[src/rtl/maxpool_2x2_stream.sv]
// maxpool_2x2_stream: streaming 2x2 / stride-2 max pooling over a raster-ordered
// IN_SIZE x IN_SIZE feature map. One half-row line buffer holds the horizontal
// pair maxima of each even row until the matching odd row arrives.
// Optional build macro: MAXPOOL_RELU_EN fuses a ReLU on the registered output.
module maxpool_2x2_stream #(
  parameter int DATA_WIDTH = 16,
  parameter int IN_SIZE    = 24
) (
  input  logic                         clk,
  input  logic                         reset,
  input  logic                         in_valid,
  input  logic signed [DATA_WIDTH-1:0] in_data,
  output logic signed [DATA_WIDTH-1:0] out_data,
  output logic                         out_valid,
  output logic                         frame_done
);

  localparam int HALF = IN_SIZE / 2;
  localparam int CW   = (IN_SIZE > 2) ? $clog2(IN_SIZE) : 1;
  localparam int AW   = (HALF > 1) ? $clog2(HALF) : 1;
  localparam logic [CW-1:0] LAST_IDX = CW'(IN_SIZE - 1);
  // Last odd coordinate that closes a full 2x2 window (drops a trailing odd line).
  localparam logic [CW-1:0] LAST_ODD = CW'(2 * HALF - 1);

  function automatic logic signed [DATA_WIDTH-1:0] smax(
    input logic signed [DATA_WIDTH-1:0] a,
    input logic signed [DATA_WIDTH-1:0] b
  );
    return (a > b) ? a : b;
  endfunction

  function automatic logic signed [DATA_WIDTH-1:0] out_act(
    input logic signed [DATA_WIDTH-1:0] a
  );
`ifdef MAXPOOL_RELU_EN
    // max and ReLU commute, so clamping once at the output is exact.
    return (a < 0) ? '0 : a;
`else
    return a;
`endif
  endfunction

  logic [CW-1:0]                 col_q, col_d;
  logic [CW-1:0]                 row_q, row_d;
  logic signed [DATA_WIDTH-1:0]  hold_q, hold_d;
  logic signed [DATA_WIDTH-1:0]  out_data_q, out_data_d;
  logic                          out_valid_q, out_valid_d;
  logic                          frame_done_q, frame_done_d;
  logic signed [DATA_WIDTH-1:0]  linebuf [HALF];
  logic signed [DATA_WIDTH-1:0]  pair_max;
  logic [AW-1:0]                 lb_idx;
  logic                          lb_we;

  // Next-state: raster counters, horizontal pair max, line-buffer write, output.
  always_comb begin
    col_d        = col_q;
    row_d        = row_q;
    hold_d       = hold_q;
    out_data_d   = out_data_q;
    out_valid_d  = 1'b0;
    frame_done_d = 1'b0;
    lb_we        = 1'b0;
    lb_idx       = AW'(col_q >> 1);
    pair_max     = smax(hold_q, in_data);
    if (in_valid) begin
      if (!col_q[0]) begin
        hold_d = in_data;
      end else if (!row_q[0]) begin
        lb_we = 1'b1;
      end else begin
        out_data_d   = out_act(smax(linebuf[lb_idx], pair_max));
        out_valid_d  = 1'b1;
        frame_done_d = (row_q == LAST_ODD) && (col_q == LAST_ODD);
      end
      if (col_q == LAST_IDX) begin
        col_d = '0;
        row_d = (row_q == LAST_IDX) ? '0 : row_q + 1'b1;
      end else begin
        col_d = col_q + 1'b1;
      end
    end
  end

  // Control and output registers with synchronous reset.
  always_ff @(posedge clk) begin
    if (reset) begin
      col_q        <= '0;
      row_q        <= '0;
      hold_q       <= '0;
      out_data_q   <= '0;
      out_valid_q  <= 1'b0;
      frame_done_q <= 1'b0;
    end else begin
      col_q        <= col_d;
      row_q        <= row_d;
      hold_q       <= hold_d;
      out_data_q   <= out_data_d;
      out_valid_q  <= out_valid_d;
      frame_done_q <= frame_done_d;
    end
  end

  // Line buffer of even-row pair maxima; always written before it is read.
  always_ff @(posedge clk) begin
    if (lb_we && !reset) begin
      linebuf[lb_idx] <= pair_max;
    end
  end

  assign out_data   = out_data_q;
  assign out_valid  = out_valid_q;
  assign frame_done = frame_done_q;

endmodule

[config.mk]
export PLATFORM = sky130hd
export DESIGN_NAME = maxpool_2x2_stream
export DESIGN_NICKNAME = d
export VERILOG_FILES = /design/src/rtl/maxpool_2x2_stream.sv
export SDC_FILE = /design/constraint.sdc
export NUM_CORES = 1
export LEC_CHECK = 0
export ABC_AREA = 1
export BUFFER_PORTS_ARGS = -buffer_cell sky130_fd_sc_hd__buf_2
export CORE_ASPECT_RATIO = 2
export CORE_MARGIN = 1.5
export CORE_UTILIZATION = 56
export DETAILED_ROUTE_END_ITERATION = 16
export MAX_ROUTING_LAYER = met4
export PLACE_DENSITY = 0.76
export SETUP_SLACK_MARGIN = 0.02
export SYNTH_ARGS = -nofsm -noshare
export SYNTH_HDL_FRONTEND = slang
export SYNTH_SLANG_ARGS = --single-unit
export TNS_END_PERCENT = 1
[constraint.sdc]
create_clock -name clk -period 3.4 [get_ports clk]
set_input_delay 0.34 -clock clk [delete_from_list [all_inputs] [get_ports clk]]
set_output_delay 0.34 -clock clk [all_outputs]
set_load 0.02 [all_outputs]
==> results.txt <==
CP most frequent cell -> nand2_1
CP Launch Point -> hold_q[14]
RSZ-0062 raised after global routing -> yes
Post-synth top cells -> nand2_1, edfxtp_1, inv_1, nor2_1, o21ai_0
antenna-violating nets left -> 0
Yosys warnings -> 0
Leak -> 5.77 nW
CTS root buffer -> clkbuf_16
crit path max fanout -> 8
CTS Sinks -> 240
placed instance count -> 1447
die area -> 20900 um^2
peak supply drop -> 0.000576 V
I/O Pins -> 37
cell area after synthesis -> 11200 um^2
Hold Path Class -> in2reg
crit start category -> register
R2R setup slack -> -0.40 ns
Seq/Total Area, Yosys -> 60.2%
crit-path leading delay family -> simple AND/OR/NAND/NOR gates
Layout area overhead -> 24.9%
slowest cell on the critical path -> dfxtp_4
Tot Pwr -> 7.24 mW
Crit. End Element -> register
pin count of the biggest net entering global routing -> 68
multi-input logic area -> 4180 um^2
design area -> 14000 um^2
Synth Instances -> 1104
CTS tree -> done
worst setup path end -> out_data[9]
Flop pwr share -> 45.8%
GPL Wtd Cong -> 0.848
Distinct cells, synth -> 36
Initial Util -> 57.4%
vias -> 9353
Critical Path AT -> 4.22 ns
Critical R2R Launch -> hold_q[14]
final setup margin -> -0.396 ns
wire length per cell -> 21.4 um
DR iter-0 viols -> 1056
Worst Hold Slack -> 0.128 ns
fraction of registers with async set/reset -> 0%
first-pass GRT wire length -> 44.1 mm
min-delay src -> in_data[2]
Crit path largest cell delay -> 0.36 ns
r2r endpoint -> out_data[9]
first-pass iteration count of the detailed router -> 6
die height -> 203 um
Rel. slew slack -> 54.2%
Sw Pwr -> 2.01 mW
largest cells by area after synthesis -> edfxtp_1, dfxtp_1, nand2_1
detailed-route DRC error count -> 0
kind of critical path -> reg2reg
initial antenna violation count -> 0
ant diodes -> 0
fill count -> 1224
period utilization -> 112%
Reg clk slew, reported paths -> 0.08 ns
H-tree Lvls -> 1
total CTS buffers -> 19
EDFF count, synth -> 192
Fin. Hold Viols -> 0
status -> finished with violations
Syn Area/Cell -> 10.1 um^2
Die X -> 103 um
GRT Resource Usage Total -> 28.5%
violations in the final reports -> setup timing
Register Area -> 6750 um^2
sw frac -> 27.8%
Routed WL -> 33.0 mm
grt total ovfl -> 0
Critical Path Stages -> 25
final cell count without fillers -> 1538
proportion of netlist area held by the largest area contributor -> 51.6%
Synth Flop Type -> edfxtp_1
post-route minimum period -> 3.80 ns
Syn Nets -> 1157
Clk Latency, worst-skew pair -> 0.50 ns
top-count cell post-synth -> nand2_1
Pint -> 5.23 mW
total core area -> 19500 um^2
CP required -> 3.82 ns
worst-margin pin slew -> 0.683 ns
Fin Clk Skew -> 0.0131 ns
Synth Register Bits -> 240
clk buf depth -> 3
Total Nets Final -> 1320
layout cell share with drive strength beyond 1 -> 28.9%
Max-Cap Viols -> 0
Reg2Reg Depth -> 25
Row Count -> 72
post-DP HPWL -> 17.1 mm
Port Buffers -> 36
# setup viols final -> 28
clock power share -> 32.3%
post-synth top area cell -> edfxtp_1
maximum clock rate -> 263 MHz
routed vias/inst -> 6.08
Comb pwr share -> 21.9%
Post-DP Area -> 12200 um^2
pwr dens -> 519 nW/um^2
number of global-route vias before repair -> 9092
pre-CTS setup slack -> -0.309 ns
WP buf/inv -> 6
final slew viol count -> 0
## cells by family after synthesis
logic type | after synthesis | synth area share, %
AND/OR/NAND/NOR | 476 | 19.3
flip-flops | 240 | 60.2
buffers and inverters | 180 | 7.03
AO/OA/AOI/OAI | 174 | 9.67
adder cells (fa/ha/maj) | 34 | 3.81
## worst min-delay path: stages
cell     delay, ns
buf_2         0.10
inv_1         0.07
a21oi_1       0.06
## worst min-delay path by stage
stage | to | slack [ns] | cells after the start
after floorplan | row_q[4] | 0.46 | 2
after global placement | out_data[1] | 0.45 | 2
after detailed placement | out_data[1] | 0.46 | 2
after CTS | hold_q[2] | 0.11 | 3
after global routing | hold_q[2] | 0.14 | 3
final | hold_q[2] | 0.13 | 3
## through the flow
step                TNS, ns  utilization [%]
finish                -7.22             71.7
global route          -8.51             71.7
CTS                       0             69.2
detailed placement    -4.37             62.8
global placement      -3.78             62.8
floorplan                 0                -
## layout make-up
| cell class | count | area share, % |
|---|---|---|
| repair buffers | 196 | 11.3 |
| multi-input cells | 685 | 30.0 |
| inverters | 125 | 3.36 |
| well taps | 259 | 2.32 |
| clock buffers | 20 | 3.51 |
| flip-flops and latches | 240 | 48.4 |
| clock inverters | 13 | 1.16 |
## cell usage in the layout (no fill, tap or decap), drive strengths merged
| master | n |
|---|---|
| inv | 126 |
| dfxtp | 48 |
| nand2 | 272 |
| a211oi | 3 |
| nor2 | 101 |
| bufinv | 3 |
| clkinvlp | 4 |
| nor4 | 1 |
| a21oi | 48 |
| clkinv | 5 |
| o211ai | 29 |
| nand4 | 36 |
| a21o | 2 |
| o21ai | 74 |
| ha | 34 |
| nor3 | 9 |
| o21bai | 1 |
| o221ai | 16 |
| o22ai | 1 |
| clkbuf | 21 |
| edfxtp | 192 |
| buf | 195 |
| nand3 | 58 |
## routing by layer
| metal | vias up | GRT usage (%) | part of all wire, % |
|---|---|---|---|
| met5 | - | - | 0 |
| met4 | 0 | 19.3 | 8.0 |
| met3 | 229 | 2.79 | 6.7 |
| met2 | 625 | 50.7 | 53 |
| met1 | 4399 | 28.5 | 32 |
| li1 | 4100 | - | - |
## flip-flops by register name (all words and copies together), names as in the netlist, named ones only
name        cells
out_valid       1
linebuf       192
col_q           5
hold_q         16
row_q           5
out_data       16
frame_done      1
## power by group through the flow
stage / sequential (mW) / clock [mW] / combinational, mW
after floorplan: 3.36 / 0 / 0.687
after global placement: 3.37 / 0 / 1.02
after detailed placement: 3.37 / 0 / 1.06
after CTS: 3.31 / 2.33 / 1.23
after global routing: 3.31 / 2.44 / 1.67
final: 3.31 / 2.34 / 1.59
## repair_timing
action	in CTS	in global routing
hold buffers	0	0
pin swaps	26	44
resized for setup	46	75
endpoints found under the setup margin	16	28
cloned	2	1
setup buffers	40	15
(Power assumes the default switching activity.)
